## src/rtl/rx_stream_arbiter.sv

```systemverilog
// Rotating-priority arbiter that merges WIDTH FWFT RX FIFOs onto one downstream write port.
// Optional per-source written-word counters on GRANT_WORDS when ARB_STAT_EN is defined.
module rx_stream_arbiter #(
  parameter int unsigned WIDTH = 4,
  parameter int unsigned DW    = 32,
  parameter int unsigned BURST = 16
) (
  input  logic                BUS_CLK,
  input  logic                BUS_RST_N,
  input  logic                EN,
  input  logic [WIDTH-1:0]    REQ_EMPTY,
  input  logic [WIDTH-1:0]    REQ_HOLD,
  input  logic [WIDTH*DW-1:0] REQ_DATA,
  output logic [WIDTH-1:0]    REQ_READ,
  input  logic                OUT_FULL,
  output logic                OUT_WRITE,
  output logic [DW-1:0]       OUT_DATA,
  output logic [WIDTH-1:0]    GRANT,
  output logic                BUSY
`ifdef ARB_STAT_EN
  ,
  output logic [WIDTH*16-1:0] GRANT_WORDS
`endif
);

  localparam int unsigned OW   = (WIDTH > 1) ? $clog2(WIDTH) : 1;
  localparam int unsigned CW   = (BURST > 0) ? $clog2(BURST + 1) : 1;
  localparam int unsigned CMAX = (BURST > 0) ? BURST - 1 : 0;

  typedef enum logic {IDLE, XFER} state_t;

  state_t          state, state_nx;
  logic [OW-1:0]   owner, owner_nx, last_owner, last_owner_nx;
  logic [CW-1:0]   cnt, cnt_nx;
  logic [WIDTH-1:0] grant_nx;
  logic            busy_nx, out_write_nx;
  logic [DW-1:0]   out_data_nx;
  logic            rd, hold;
  logic [OW-1:0]   pick;
  logic            pick_vld;
  int unsigned     idx;
  logic [DW-1:0]   data_arr [WIDTH];

  for (genvar g = 0; g < WIDTH; g++) begin : g_unpack
    assign data_arr[g] = REQ_DATA[g*DW +: DW];
  end

  // First non-empty source after last_owner, wrapping modulo WIDTH
  always_comb begin
    pick     = '0;
    pick_vld = 1'b0;
    idx      = 0;
    for (int unsigned k = 1; k <= WIDTH; k++) begin
      idx = (32'(last_owner) + k) % WIDTH;
      if (!pick_vld && !REQ_EMPTY[OW'(idx)]) begin
        pick     = OW'(idx);
        pick_vld = 1'b1;
      end
    end
  end

  // Next-state and registered-output values
  always_comb begin
    state_nx      = state;
    owner_nx      = owner;
    last_owner_nx = last_owner;
    cnt_nx        = cnt;
    grant_nx      = GRANT;
    busy_nx       = BUSY;
    out_write_nx  = 1'b0;
    out_data_nx   = OUT_DATA;
    REQ_READ      = '0;
    rd            = 1'b0;
    hold          = 1'b0;
    case (state)
      IDLE: begin
        if (EN && pick_vld) begin
          state_nx = XFER;
          owner_nx = pick;
          grant_nx = WIDTH'(1) << pick;
          cnt_nx   = '0;
          busy_nx  = 1'b1;
        end
      end
      XFER: begin
        rd              = EN & ~REQ_EMPTY[owner] & ~OUT_FULL;
        hold            = REQ_HOLD[owner];
        REQ_READ[owner] = rd;
        if (rd) begin
          out_write_nx = 1'b1;
          out_data_nx  = data_arr[owner];
          if (cnt != CW'(CMAX)) cnt_nx = cnt + 1'b1;
        end
        // Burst-limit exit still lets this cycle's read through
        if (!EN || (!hold && REQ_EMPTY[owner]) ||
            (!hold && (BURST != 0) && rd && (cnt == CW'(CMAX)))) begin
          state_nx      = IDLE;
          grant_nx      = '0;
          busy_nx       = 1'b0;
          last_owner_nx = owner;
        end
      end
      default: state_nx = IDLE;
    endcase
  end

  always_ff @(posedge BUS_CLK or negedge BUS_RST_N) begin
    if (!BUS_RST_N) begin
      state      <= IDLE;
      owner      <= '0;
      last_owner <= OW'(WIDTH - 1);
      cnt        <= '0;
      GRANT      <= '0;
      BUSY       <= 1'b0;
      OUT_WRITE  <= 1'b0;
      OUT_DATA   <= '0;
    end else begin
      state      <= state_nx;
      owner      <= owner_nx;
      last_owner <= last_owner_nx;
      cnt        <= cnt_nx;
      GRANT      <= grant_nx;
      BUSY       <= busy_nx;
      OUT_WRITE  <= out_write_nx;
      OUT_DATA   <= out_data_nx;
    end
  end

`ifdef ARB_STAT_EN
  logic [OW-1:0] wr_src;
  logic [15:0]   words [WIDTH];

  // wr_src follows the read so the count lands on the cycle OUT_WRITE is high
  always_ff @(posedge BUS_CLK or negedge BUS_RST_N) begin
    if (!BUS_RST_N) begin
      wr_src <= '0;
      for (int i = 0; i < WIDTH; i++) words[i] <= '0;
    end else begin
      if (rd) wr_src <= owner;
      if (OUT_WRITE && (words[wr_src] != 16'hFFFF)) words[wr_src] <= words[wr_src] + 16'd1;
    end
  end

  for (genvar g = 0; g < WIDTH; g++) begin : g_stat
    assign GRANT_WORDS[g*16 +: 16] = words[g];
  end
`endif

endmodule

```

## config.mk

```make
export PLATFORM = sky130hd
export DESIGN_NAME = rx_stream_arbiter
export DESIGN_NICKNAME = d
export VERILOG_FILES = /design/src/rtl/rx_stream_arbiter.sv
export SDC_FILE = /design/constraint.sdc
export NUM_CORES = 1
export LEC_CHECK = 0
export ABC_AREA = 0
export BUFFER_PORTS_ARGS = -buffer_cell sky130_fd_sc_hd__buf_2
export CAP_MARGIN = 20
export CORE_MARGIN = 2
export CORE_UTILIZATION = 45
export DETAILED_ROUTE_END_ITERATION = 7
export GPL_ROUTABILITY_DRIVEN = 1
export PLACE_DENSITY = 0.85
export SLEW_MARGIN = 15
export SYNTH_ARGS = -nofsm -noshare
export SYNTH_HDL_FRONTEND = slang
export SYNTH_SLANG_ARGS = --single-unit
```

## constraint.sdc

```tcl
create_clock -name BUS_CLK -period 3.85 [get_ports BUS_CLK]
set_clock_uncertainty 0.15 [all_clocks]
set_input_delay 0.385 -clock BUS_CLK [delete_from_list [all_inputs] [get_ports BUS_CLK]]
set_output_delay 0.385 -clock BUS_CLK [all_outputs]
set_load 0.01 [all_outputs]
```

==> metrics.txt <==
# TYPE chip_impl_metric gauge
chip_impl_info{name="run_status",value="finished clean"} 1
chip_impl_metric{name="design.portCount",unit=""} 182
chip_impl_metric{name="die-width",unit="um"} 82.9
chip_impl_metric{name="worst-endpoint-arrival",unit="ps"} 2150
chip_impl_metric{name="grt_pass1_vias",unit=""} 2576
chip_impl_metric{name="timing_limited_maximum_frequency",unit="GHz"} 0.372
chip_impl_info{name="cp_cell_sequence",value="mux4_2, nor2_4, buf_4, nand2_1, nor2_1, buf_2"} 1
chip_impl_metric{name="clk_pin_slew",unit="ps"} 80
chip_impl_metric{name="postSynthNetCount",unit=""} 334
chip_impl_metric{name="grt_start_max_net_pins",unit=""} 49
chip_impl_metric{name="finalNetCount",unit=""} 514
chip_impl_metric{name="final_cells",unit=""} 447
chip_impl_metric{name="power.density",unit="nW/um^2"} 605
chip_impl_metric{name="syn-cell-area",unit="um^2"} 2800
chip_impl_metric{name="combined_buffer_and_inverter_count_along_the_critical_path",unit=""} 2
chip_impl_metric{name="drcViolationCount",unit=""} 0
chip_impl_info{name="synth_area_leaders",value="sky130_fd_sc_hd__dfrtp_1, sky130_fd_sc_hd__mux4_2, sky130_fd_sc_hd__mux2_2"} 1
chip_impl_metric{name="wl",unit="um"} 8190
chip_impl_metric{name="postRouteAntennaNets",unit=""} 0
chip_impl_metric{name="worst_skew_pair_latency",unit="ps"} 290
chip_impl_info{name="worstSetupPathType",value="reg2out"} 1
chip_impl_metric{name="synth_edf_count",unit=""} 0
chip_impl_metric{name="final_core_util",unit="%"} 65.7
chip_impl_metric{name="postCtsSetupRepairBufs",unit=""} 0
chip_impl_metric{name="timing.final.max_slew_violations",unit=""} 0
chip_impl_metric{name="whs",unit="ps"} 230
chip_impl_metric{name="maxCapViolations",unit=""} 0
chip_impl_metric{name="yosysWarningCount",unit=""} 0
chip_impl_metric{name="timing_worst_slew_pin_value",unit="ps"} 626
chip_impl_info{name="path_delay_family",value="multiplexers"} 1
chip_impl_metric{name="timing.max_slew.rel_slack",unit="%"} 58.3
chip_impl_metric{name="footprint_of_the_multi_input_gates",unit="um^2"} 1520
chip_impl_metric{name="critPathMaxStageDelay",unit="ps"} 590
chip_impl_info{name="post-synth-top-area-cell",value="sky130_fd_sc_hd__dfrtp_1"} 1
chip_impl_metric{name="cts_resized",unit=""} 0
chip_impl_metric{name="finalWeightedCongestion",unit=""} 0.893
chip_impl_metric{name="final_min_period_over_clock_period",unit="%"} 69.8
chip_impl_metric{name="fin_crit",unit="ps"} 2690
chip_impl_metric{name="drt-pass1-iter-count",unit=""} 4
chip_impl_info{name="critical_path.startpoint_type",value="flop"} 1
chip_impl_metric{name="leakage",unit="nW"} 1.89
chip_impl_metric{name="crit_path_max_fanout",unit=""} 31
chip_impl_metric{name="cts_num_sinks",unit=""} 48
chip_impl_info{name="critical-path-slowest-cell",value="sky130_fd_sc_hd__mux4_2"} 1
chip_impl_metric{name="initial_core_util",unit="%"} 47.0
chip_impl_metric{name="h-tree-depth",unit=""} 2
chip_impl_metric{name="ys_async_sr_fraction",unit="%"} 100
chip_impl_metric{name="setup_total_negative_slack",unit="ps"} 0
chip_impl_metric{name="hold_viol_final",unit=""} 0
chip_impl_metric{name="gr-total-overflow",unit=""} 0
chip_impl_metric{name="detailedPlacementHpwl",unit="um"} 6510
chip_impl_metric{name="cts-buffers-inserted",unit=""} 5
chip_impl_metric{name="design.core.area",unit="um^2"} 5960
chip_impl_metric{name="n_antenna_cell",unit=""} 0
chip_impl_metric{name="filler_cell_count",unit=""} 457
chip_impl_metric{name="grt_antenna_before_repair",unit=""} 2
chip_impl_info{name="synth_top_flop_cell",value="sky130_fd_sc_hd__dfrtp_1"} 1
chip_impl_metric{name="synthCells",unit=""} 192
chip_impl_metric{name="average_wire_length_per_cell_after_detail_routing",unit="um"} 18.3
chip_impl_metric{name="vias",unit=""} 2452
chip_impl_metric{name="track_usage",unit="%"} 24.1
chip_impl_info{name="rsz0062_at_grt",value="false"} 1
chip_impl_metric{name="placementRows",unit=""} 28
chip_impl_metric{name="timing.final.ws_setup",unit="ps"} 1160
chip_impl_info{name="tightest_hold_check_type",value="in2reg"} 1
chip_impl_metric{name="syn-mean-instance-area",unit="um^2"} 14.6
chip_impl_info{name="critical_path.endpoint_type",value="output port"} 1
chip_impl_metric{name="design.die.area",unit="um^2"} 6860
chip_impl_metric{name="synthDistinctLibCells",unit=""} 36
chip_impl_info{name="cts_tree",value="built"} 1
chip_impl_metric{name="grt_pass1_wl",unit="um"} 13200
chip_impl_metric{name="cp.required",unit="ps"} 3310
chip_impl_info{name="clock_tree.root_cell",value="sky130_fd_sc_hd__clkbuf_8"} 1
chip_impl_metric{name="synth_largest_type_area_fraction",unit="%"} 41.1
chip_impl_metric{name="dieHeight",unit="um"} 82.9
chip_impl_metric{name="seq_area",unit="um^2"} 1200
chip_impl_metric{name="drt_iter0_markers",unit=""} 82
chip_impl_metric{name="seq_area_frac_synth",unit="%"} 43.0
chip_impl_metric{name="port-buffer-count",unit=""} 181
chip_impl_metric{name="yosys_register_bits",unit=""} 48
chip_impl_metric{name="worst_ir_drop_vdd",unit="uV"} 408
chip_impl_metric{name="syn2layout_area_growth",unit="%"} 39.9
chip_impl_metric{name="post_drt_via_cell_ratio",unit=""} 5.49
chip_impl_metric{name="place_ws",unit="ps"} 1340
chip_impl_metric{name="setup_viol",unit=""} 0
chip_impl_metric{name="cts-root-to-sink-buffers",unit=""} 2
chip_impl_metric{name="placed_cells",unit=""} 439
chip_impl_metric{name="layout-drive-gt1-share",unit="%"} 71.5
==> state kept, by name, indices dropped and copies added, names as in the netlist <==
| register | flops |
|---|---|
| OUT_WRITE | 1 |
| OUT_DATA | 32 |
| BUSY | 1 |
| GRANT | 4 |
| last_owner | 2 |
| owner | 2 |
| state | 1 |
| cnt | 5 |
==> report_power, final <==
group	switching (W)	internal, W	total [W]	leakage (nW)
registers	0.000116	0.000719	0.000835	0.592
logic	0.000503	0.000613	0.00112	1.24
clock network	0.000162	0.000256	0.000418	0.0642
total	0.000782	0.00159	0.00237	1.89
==> worst register-to-register path, delay by kind of cell, from the launching register on <==
kind	cells	cell delay, ps
buffers and inverters	1	460
DFF	1	390
muxes	2	770
AOI/OAI and AO/OA	2	560
==> metrics by stage <==
step | cell area (um^2) | power [W]
after floorplan | 2800 | 0.00157
after detailed placement | 3770 | 0.00198
after global routing | 3920 | 0.00251
after global placement | 3770 | 0.00194
final | 3920 | 0.00237
after CTS | 3900 | 0.00239
==> cell usage in the layout, fill, tap and decap left out, drive strengths merged, types with 2 or more instances in the layout <==
master | Yosys | final
and3 | 2 | 2
or3 | 2 | 2
ha | 2 | 2
nor4b | 2 | 2
o2bb2ai | 3 | 3
nand2b | 2 | 2
mux4 | 34 | 34
nor2 | 7 | 7
dfrtp | 46 | 46
dfstp | 2 | 2
nand2 | 7 | 7
inv | 6 | 6
buf | 8 | 184
o21ai | 4 | 4
o22ai | 3 | 3
mux2 | 35 | 35
nor2b | 3 | 3
clkbuf | 4 | 5
a21oi | 4 | 4
bufinv | 0 | 2
nand3 | 3 | 3
==> Yosys cell counts, types with 3 or more instances <==
cell and number:
sky130_fd_sc_hd__nand2_1 7, sky130_fd_sc_hd__a21oi_1 4, sky130_fd_sc_hd__o22ai_1 3, sky130_fd_sc_hd__inv_1 6
sky130_fd_sc_hd__mux4_2 34, sky130_fd_sc_hd__buf_2 6, sky130_fd_sc_hd__nor2_1 6, sky130_fd_sc_hd__o2bb2ai_1 3
sky130_fd_sc_hd__mux2_2 35, sky130_fd_sc_hd__nand3_1 3, sky130_fd_sc_hd__o21ai_0 4, sky130_fd_sc_hd__dfrtp_1 46
sky130_fd_sc_hd__clkbuf_1 4, sky130_fd_sc_hd__nor2b_1 3
==> worst paths after layout <==
check	cells after the start	end	slack, ps	startpoint
worst min register to register	1	OUT_DATA[29]$_DFFE_PN0P_	360	OUT_DATA[29]$_DFFE_PN0P_
worst min-delay path	2	state$_DFF_PN0_	230	EN
max in group asynchronous	2	owner[0]$_DFFE_PN0P_	2620	BUS_RST_N
worst max register to register	5	last_owner[0]$_DFFE_PN1P_	1460	owner[1]$_DFFE_PN0P_
worst max-delay path	6	REQ_READ[1]	1160	owner[1]$_DFFE_PN0P_
min in group asynchronous	2	OUT_DATA[21]$_DFFE_PN0P_	490	BUS_RST_N
==> per-layer routing <==
metal | routed length [um] | vias up | track usage (%) | part of all wire (%)
met5 | 24 | - | 0 | 0.29
met4 | 191 | 4 | 7.30 | 2.3
met3 | 579 | 23 | 6.36 | 7.1
met2 | 4290 | 100 | 43.0 | 52
met1 | 3110 | 1211 | 28.6 | 38
li1 | - | 1114 | - | -
==> logic make-up (layout without fill, tap and decap cells) <==
family	count (synthesis)	after routing	share of synthesized area [%]
adders and majority gates	2	2	0.894
and+or+nand+nor	33	33	6.53
xor gates and xnor gates	1	1	0.313
AOI/OAI and AO/OA	21	21	5.10
muxes	69	69	41.5
DFF	48	48	43.0
buffers and inverters	18	198	2.68
==> repair_timing <==
| action | CTS | global route |
|---|---|---|
| endpoints found under the setup margin | 0 | 0 |
| hold endpoints to repair | 0 | 10 |
| hold buffers | 0 | 1 |
==> area by class of cell <==
type                    instances  share of cell area [%]
inverters                       6                   0.575
clock inverters                 2                    1.53
flip-flops and latches         48                    30.8
repair buffers                185                    24.0
well taps                      75                    2.40
clock buffers                   5                    1.76
multi-input cells             126                    38.9
Note: power is estimated with default switching activity, not from simulation.
